**src/rtl/never8_pkg.sv**
```systemverilog
// Shared constants and types for the never8 fetch path.
package never8_pkg;

  localparam int unsigned ADDR_W = 8;
  localparam int unsigned DATA_W = 8;
  localparam logic [ADDR_W-1:0] RESET_PC = 8'h00;
  localparam logic [DATA_W-1:0] HALT_OPCODE = 8'hFF;

  typedef struct packed {
    logic [ADDR_W-1:0] pc;
    logic [DATA_W-1:0] instr;
  } fetch_entry_t;

endpackage

```
**src/rtl/fetch_skid_fifo.sv**
```systemverilog
// Two-entry skid FIFO between program-memory read data and decode.
// Flush wins over push; an overflowing push trips an assertion.
module fetch_skid_fifo
  import never8_pkg::*;
#(
  parameter type entry_t = fetch_entry_t
) (
  input  logic       clk,
  input  logic       rst_n,
  input  logic       push,
  input  entry_t     din,
  input  logic       pop,
  input  logic       flush,
  output logic [1:0] count,
  output entry_t     head
);

  entry_t slot [2];
  logic   rd_ptr;
  logic   wr_ptr;

  assign head = slot[rd_ptr];

  // Storage, pointers and occupancy; flush discards everything buffered.
  always_ff @(posedge clk or negedge rst_n) begin
    if (!rst_n) begin
      slot[0] <= '0;
      slot[1] <= '0;
      rd_ptr  <= 1'b0;
      wr_ptr  <= 1'b0;
      count   <= '0;
    end else if (flush) begin
      rd_ptr <= 1'b0;
      wr_ptr <= 1'b0;
      count  <= '0;
    end else begin
      if (push) begin
        slot[wr_ptr] <= din;
        wr_ptr       <= ~wr_ptr;
      end
      if (pop) begin
        rd_ptr <= ~rd_ptr;
      end
      count <= count + {1'b0, push} - {1'b0, pop};
    end
  end

  ovf_chk : assert property (@(posedge clk) disable iff (!rst_n)
    !(push && !pop && !flush && (count == 2'd2)));

endmodule

```
**src/rtl/fetch_unit.sv**
```systemverilog
// Instruction fetch stage: PC, one-deep read tracking, credit-based issue,
// skid buffering and redirect/flush.
// Optional halt-on-opcode support is enabled by defining FETCH_HALT_EN.
module fetch_unit
  import never8_pkg::*;
#(
  parameter int unsigned ADDR_W = never8_pkg::ADDR_W,
  parameter int unsigned DATA_W = never8_pkg::DATA_W,
  parameter logic [ADDR_W-1:0] RESET_PC = never8_pkg::RESET_PC,
  parameter logic [DATA_W-1:0] HALT_OPCODE = never8_pkg::HALT_OPCODE
) (
  input  logic              clk,
  input  logic              rst_n,
  output logic [ADDR_W-1:0] mem_addr,
  input  logic [DATA_W-1:0] mem_data,
  input  logic              redirect_valid,
  input  logic [ADDR_W-1:0] redirect_addr,
  output logic              instr_valid,
  input  logic              instr_ready,
  output logic [DATA_W-1:0] instr,
  output logic [ADDR_W-1:0] instr_pc,
  output logic              halted
);

`ifdef FETCH_HALT_EN
  localparam bit HALT_EN = 1'b1;
`else
  localparam bit HALT_EN = 1'b0;
`endif

  typedef struct packed {
    logic [ADDR_W-1:0] pc;
    logic [DATA_W-1:0] instr;
  } entry_t;

  logic [ADDR_W-1:0] pc;
  logic [ADDR_W-1:0] inflight_pc;
  logic              inflight;
  logic              stop;
  logic              pop;
  logic              capture;
  logic              halt_hit;
  logic              issue;
  logic [2:0]        occ;
  logic [1:0]        count;
  entry_t            head;
  entry_t            push_entry;

  assign pop         = instr_valid & instr_ready;
  assign mem_addr    = redirect_valid ? redirect_addr : pc;
  // A redirect kills the read in flight; after a halt push no further data is kept.
  assign capture     = inflight & ~redirect_valid & ~stop;
  assign halt_hit    = HALT_EN & capture & (mem_data == HALT_OPCODE);
  assign occ         = 3'(count) + 3'(inflight);
  // halt_hit blocks the issue in the same cycle the halt byte is pushed,
  // so nothing is left in flight behind it.
  assign issue       = redirect_valid |
                       (~halted & ~stop & ~halt_hit & (occ < (3'd2 + 3'(pop))));
  assign push_entry  = '{pc: inflight_pc, instr: mem_data};
  assign instr_valid = (count != 2'd0);
  assign instr       = head.instr;
  assign instr_pc    = head.pc;

  // Program counter and outstanding-read tracking.
  always_ff @(posedge clk or negedge rst_n) begin
    if (!rst_n) begin
      pc          <= RESET_PC;
      inflight    <= 1'b0;
      inflight_pc <= '0;
    end else if (issue) begin
      inflight    <= 1'b1;
      inflight_pc <= mem_addr;
      pc          <= mem_addr + ADDR_W'(1);
    end else begin
      inflight <= 1'b0;
    end
  end

`ifdef FETCH_HALT_EN
  // Halt tracking: stop on the halt push, report halted once it is consumed.
  always_ff @(posedge clk or negedge rst_n) begin
    if (!rst_n) begin
      stop   <= 1'b0;
      halted <= 1'b0;
    end else if (redirect_valid) begin
      stop   <= 1'b0;
      halted <= 1'b0;
    end else begin
      if (halt_hit) begin
        stop <= 1'b1;
      end
      if (pop && stop && (head.instr == HALT_OPCODE)) begin
        halted <= 1'b1;
      end
    end
  end
`else
  assign stop   = 1'b0;
  assign halted = 1'b0;
`endif

  fetch_skid_fifo #(
    .entry_t (entry_t)
  ) u_fifo (
    .clk   (clk),
    .rst_n (rst_n),
    .push  (capture),
    .din   (push_entry),
    .pop   (pop),
    .flush (redirect_valid),
    .count (count),
    .head  (head)
  );

endmodule

```
**config.mk**
```make
export PLATFORM = sky130hd
export DESIGN_NAME = fetch_unit
export DESIGN_NICKNAME = d
export VERILOG_FILES = /design/src/rtl/never8_pkg.sv /design/src/rtl/fetch_skid_fifo.sv /design/src/rtl/fetch_unit.sv
export SDC_FILE = /design/constraint.sdc
export NUM_CORES = 1
export LEC_CHECK = 0
export ABC_CLOCK_PERIOD_IN_PS = 1990
export CORE_UTILIZATION = 47
export CTS_BUF_LIST = sky130_fd_sc_hd__clkbuf_16
export DETAILED_ROUTE_END_ITERATION = 8
export GPL_ROUTABILITY_DRIVEN = 0
export PLACE_DENSITY_LB_ADDON = 0.15
export SLEW_MARGIN = 20
export SYNTH_ARGS = -nofsm -noshare
export SYNTH_HDL_FRONTEND = slang
export SYNTH_SLANG_ARGS = --single-unit
```
**constraint.sdc**
```tcl
create_clock -name clk -period 1.99 [get_ports clk]
set_clock_uncertainty 0.15 [all_clocks]
set_input_delay 0.199 -clock clk [delete_from_list [all_inputs] [get_ports clk]]
set_output_delay 0.199 -clock clk [all_outputs]
set_load 0.005 [all_outputs]
```
Word level (Yosys, flattened, before mapping)
Cells that the tools add are included.
{ "totals": {"ff_bits": 53, "output_inout_bits": 26, "wordCells": 45} }
{ "op_classes": {"addsub": 5, "magnitude_cmp": 4, "muxes": 13, "bitwise": 8, "reduce_logical": 5} }
{ "ops": {"columns": ["operator", "count"], "rows": [
  ["16-bit 2-to-1 mux", 4],
  ["32-bit bitwise mux", 1],
  ["16-bit demux with 1-bit select", 1],
  ["8-bit by 1-bit adder with 8-bit output, second input constant", 1],
  ["8-bit 2-to-1 mux", 1],
  ["2-bit nonzero test", 3],
  ["1-bit 2-to-1 mux", 5],
  ["2-bit >= comparator, second input constant", 2],
  ["1-bit NOT with 2-bit output", 2],
  ["2-bit by 1-bit adder with 3-bit output", 1],
  ["2-bit by 1-bit adder with 3-bit output, first input constant", 1],
  ["3-bit less-than comparator", 1],
  ["1-bit NOT", 3],
  ["2-bit by 1-bit adder with 2-bit output", 1],
  ["1-bit AND", 2],
  ["2-bit by 1-bit less-than comparator with 1-bit output, second input constant", 1],
  ["2-bit 2-to-1 mux", 1],
  ["2-bit AND reduction", 1],
  ["2-bit by 1-bit subtractor with 2-bit output", 1],
  ["1-bit logical AND", 1],
  ["1-bit bitwise OR", 1]
]} }

Depth between registers and ports, before layout
{ "logic_depth": {"depth_word": 6, "ltp_mapped": 8, "depth_no_buf": 7} }

Modules after synthesis
A second synthesis with hierarchy kept.
{ "hier_totals": {"hier_cells": 198, "area_unflattened_um2": 2533.7} }
{ "modules_own_cells": {"columns": ["module", "n_inst", "cells_per_inst", "area_per_inst_um2"], "rows": [
  ["fetch_skid_fifo", 1, 101, 1599.0],
  ["fetch_unit", 1, 97, 934.6]
]} }

Worst setup path before layout
OpenSTA, ideal clock, no wires.
{ "synth_path": {"kind": "register to register", "from": "register inflight", "to": "register inflight_pc[3]", "setup_time_ns": 0.117, "t_arrival_ns": 1.619, "required_ns": 1.723, "setup_slack_ns": 0.105, "stages_incl_launch_ff": 9, "cell_sequence": "dfrtp_1 ha_1 ha_1 nor2_1 a211oi_4 inv_4 buf_6 nor2_1 nor2_1"} }
{ "synth_between": {"elab_chain_len": 3} }
{ "synth_lines": {"columns": ["item", "line_no", "text"], "rows": [
  ["start: declaration", "fetch_unit.sv:38", "logic inflight;"],
  ["start signal: assignment", "fetch_unit.sv:68", "inflight <= 1'b0;"],
  ["start signal: assignment", "fetch_unit.sv:71", "inflight <= 1'b1;"],
  ["start signal: assignment", "fetch_unit.sv:75", "inflight <= 1'b0;"],
  ["2-bit by 1-bit adder with 3-bit output", "fetch_unit.sv:54", "assign occ = 3'(count) + 3'(inflight);"],
  ["3-bit less-than comparator", "fetch_unit.sv:58", "(~halted & ~stop & ~halt_hit & (occ < (3'd2 + 3'(pop))));"],
  ["1-bit bitwise OR", "fetch_unit.sv:57", "assign issue = redirect_valid |"],
  ["named net issue", "fetch_unit.sv:43", "logic issue;"],
  ["end signal: assignment", "fetch_unit.sv:72", "inflight_pc <= mem_addr;"],
  ["end: declaration", "fetch_unit.sv:37", "logic [ADDR_W-1:0] inflight_pc;"]
]} }
The timed path passes the listed nets, and every way through them passes these cells.
A chain may end at the register's enable or synchronous reset.

Final worst setup path
{ "layout_path": {"from": "register u_fifo.rd_ptr", "to": "output port instr[4]"} }
{ "layout_between": {"elab_chain_len": 4} }
{ "layout_lines": {"columns": ["item", "line_no", "text"], "rows": [
  ["start: declaration", "fetch_skid_fifo.sv:19", "logic rd_ptr;"],
  ["start signal: assignment", "fetch_skid_fifo.sv:42", "rd_ptr <= ~rd_ptr;"],
  ["1-bit NOT with 2-bit output (not written as such)", "fetch_skid_fifo.sv:22", "assign head = slot[rd_ptr];"],
  ["16-bit 2-to-1 mux (not written as such) (3 in series)", "fetch_skid_fifo.sv:22", null],
  ["end: declaration", "fetch_unit.sv:20", "output logic [DATA_W-1:0] instr,"]
]} }
No other way between the ends. The select of a mux whose other input is x is not followed.

==> flow_summary.json <==
{
  "die_x_microns": 75.7,
  "fin_area_sq_um": 3440,
  "fmax_mhz": 512,
  "nNetsFinal": 297,
  "grt_use_total_pct": 17.9,
  "nFillCells": 383,
  "ys_types": 35,
  "critical_path_required_ns": 1.64,
  "core_sq_um": 5170,
  "syn_nets": 230,
  "status": "complete, no violations",
  "root_buffer": "clkbuf_16",
  "pwr-share-comb_pct": 47.5,
  "clock-sinks": 53,
  "yosys_warnings": 0,
  "rsz0062_at_grt": "false",
  "dp_hpwl_microns": 3370,
  "yosysTopAreaCell": "dfrtp_1",
  "cts_buffer_depth": 2,
  "clkTransAtPathRegs_ns": 0.06,
  "area_growth_pct": 34.8,
  "drc": 0,
  "row_count": 26,
  "die_area_sq_um": 5720,
  "wirelength_microns": 4800,
  "grt_pass1_wl_microns": 7500,
  "grt_pass1_vias": 1622,
  "worstSetupStartpointType": "flop",
  "dieHeight_microns": 75.7,
  "endpoint_kind": "primary output",
  "numCtsBuffers": 5,
  "drtPass1Iterations": 4,
  "placed_area_sq_um": 3210,
  "hp-class": "in -> async",
  "fin_setup_tns_ns": 0,
  "synthCells": 205,
  "layout_setup_ws_ns": 0.0365,
  "period_minus_slack_ns": 1.95,
  "dr.first_iter.drc_count": 61,
  "port_buffers": 44,
  "dr_total_vias": 1701,
  "power.total_mw": 5.27,
  "crit_type": "reg -> out",
  "layout_common_cells": "mux2_2, dfrtp_1, clkdlybuf4s50_1, nor2_1, buf_4",
  "power_density_nw_per_um2": 1530,
  "start_util_pct": 49.3,
  "post_drt_via_cell_ratio": 4.96,
  "routedWlPerCell_microns": 14.0,
  "n_antenna_cell": 0,
  "period_share_pct": 98.2,
  "drive_gt1_share_pct": 34.8,
  "final-hold-violation-count": 0,
  "synthArstFlopShare_pct": 100,
  "clk_latency_ns": 0.28,
  "antenna_left": 0,
  "internal_power_mw": 3.64,
  "crit_arrival_ns": 1.60,
  "avgSynthCellArea_sq_um": 12.4,
  "crit_fanout": 17,
  "pwr-share-clk_pct": 15.4,
  "finalSetupViolations": 0,
  "synth_seq_cells": 53,
  "slew_violations": 0,
  "gr-total-overflow": 0,
  "maxCapViolations": 0,
  "cts_max_level": 2,
  "cts_tree": "done",
  "ir_drop_mv": 0.670,
  "synthFlopType": "dfrtp_1",
  "p_sw_share_pct": 30.9,
  "synth_top_area_share_pct": 52.0,
  "synth-edff-count": 0,
  "yosys-top-cells-area": "dfrtp_1, mux2_2, nor2_1",
  "power_leakage_nw": 1.60,
  "antenna_found_initial": 0,
  "seq_power_share_pct": 37.1,
  "netlist_area_sq_um": 2550,
  "place_ws_ns": -0.176,
  "power.net_switching_mw": 1.63,
  "ys_seq_area_share_pct": 52.0,
  "grt_max_degree": 40,
  "utilization_pct": 66.5,
  "ios": 46
}
[critical path: stages, from the launching register on]
cell and delay [ns]:
dfrtp_1 0.37, buf_12 0.17, mux2_2 0.35, clkdlybuf4s50_1 0.44
[Yosys cell counts, types with 2 or more instances]
cell type and number:
a21oi_1 6, a21oi_2 2, buf_2 3, buf_4 4, buf_6 2, dfrtp_1 53, ha_1 5, inv_1 6
mux2_2 53, nand2_1 10, nand3_1 2, nand3b_1 2, nor2_1 25, nor2b_1 2, o21ai_0 3, xnor2_1 8
[routing by layer]
metal / GRT usage (%) / share of wire, %
met3: 4.63 / 4.6
met2: 28.6 / 47
met4: 6.17 / 0.46
met1: 23.7 / 48
met5: 0 / 0
[state kept, by name, summed over array words and instances, names as in the netlist]
register / flops
u_fifo.slot: 32
inflight_pc: 8
pc: 8
u_fifo.count: 2
inflight: 1
u_fifo.rd_ptr: 1
u_fifo.wr_ptr: 1
[power groups by stage]
stage,sequential [mW],clock [mW],combinational (mW)
after floorplan,1.86,0,1.50
after global placement,1.95,0,2.45
after detailed placement,1.97,0,2.50
after CTS,1.95,0.840,2.53
after global routing,2.02,0.885,2.75
final,1.95,0.813,2.50
[logic make-up (layout without fill, tap and decap cells)]
kind of cell	Yosys count	count (layout)	share of synthesized area, %
other	1	1	0.147
muxes	55	55	24.3
adders and majority gates	5	5	2.45
AOI/OAI and AO/OA	19	19	5.69
xor gates and xnor gates	9	9	3.09
buffers and inverters	17	85	3.93
DFF	53	53	52.0
and+or+nand+nor	46	46	8.34
[through the flow]
step                cells  hold WS, ns
floorplan             205       -0.247
global placement      328      -0.0166
detailed placement    328      -0.0192
CTS                   338        0.211
global route          343        0.249
finish                343        0.204
[what timing repair did]
action                                  4_1_cts  5_1_grt
hold buffers                                  1        0
hold endpoints to repair                     14        0
endpoints found under the setup margin        9       18
gates resized for setup                       1       15
setup buffers                                 1        5
[worst paths after layout]
check / start / to / slack [ns] / cells past startpoint
hold reg to reg: pc[7]$_DFFE_PN0P_ / pc[7]$_DFFE_PN0P_ / 0.33 / 2
setup / recovery: u_fifo.rd_ptr$_DFFE_PN0P_ / instr[4] / 0.04 / 3
max in group asynchronous: rst_n / u_fifo.slot[30]$_DFFE_PN0P_ / 0.97 / 3
hold / removal: rst_n / u_fifo.slot[1]$_DFFE_PN0P_ / 0.20 / 2
min in group clk: redirect_valid / u_fifo.count[0]$_DFF_PN0_ / 0.33 / 3
setup reg to reg: inflight$_DFF_PN0_ / pc[0]$_DFFE_PN0P_ / 0.09 / 7
[final cells by class]
cell class / instances / area, sq um / share of cell area [%]
Clock buffer: 5 / 125 / 3.64
Clock inverter: 3 / 15.0 / 0.437
Timing Repair Buffer: 70 / 732 / 21.3
Sequential cell: 53 / 1330 / 38.6
Multi-Input combinational cell: 135 / 1120 / 32.7
Tap cell: 70 / 87.6 / 2.55
Inverter: 7 / 28.8 / 0.837
Note: power is estimated with default switching activity, not from simulation.
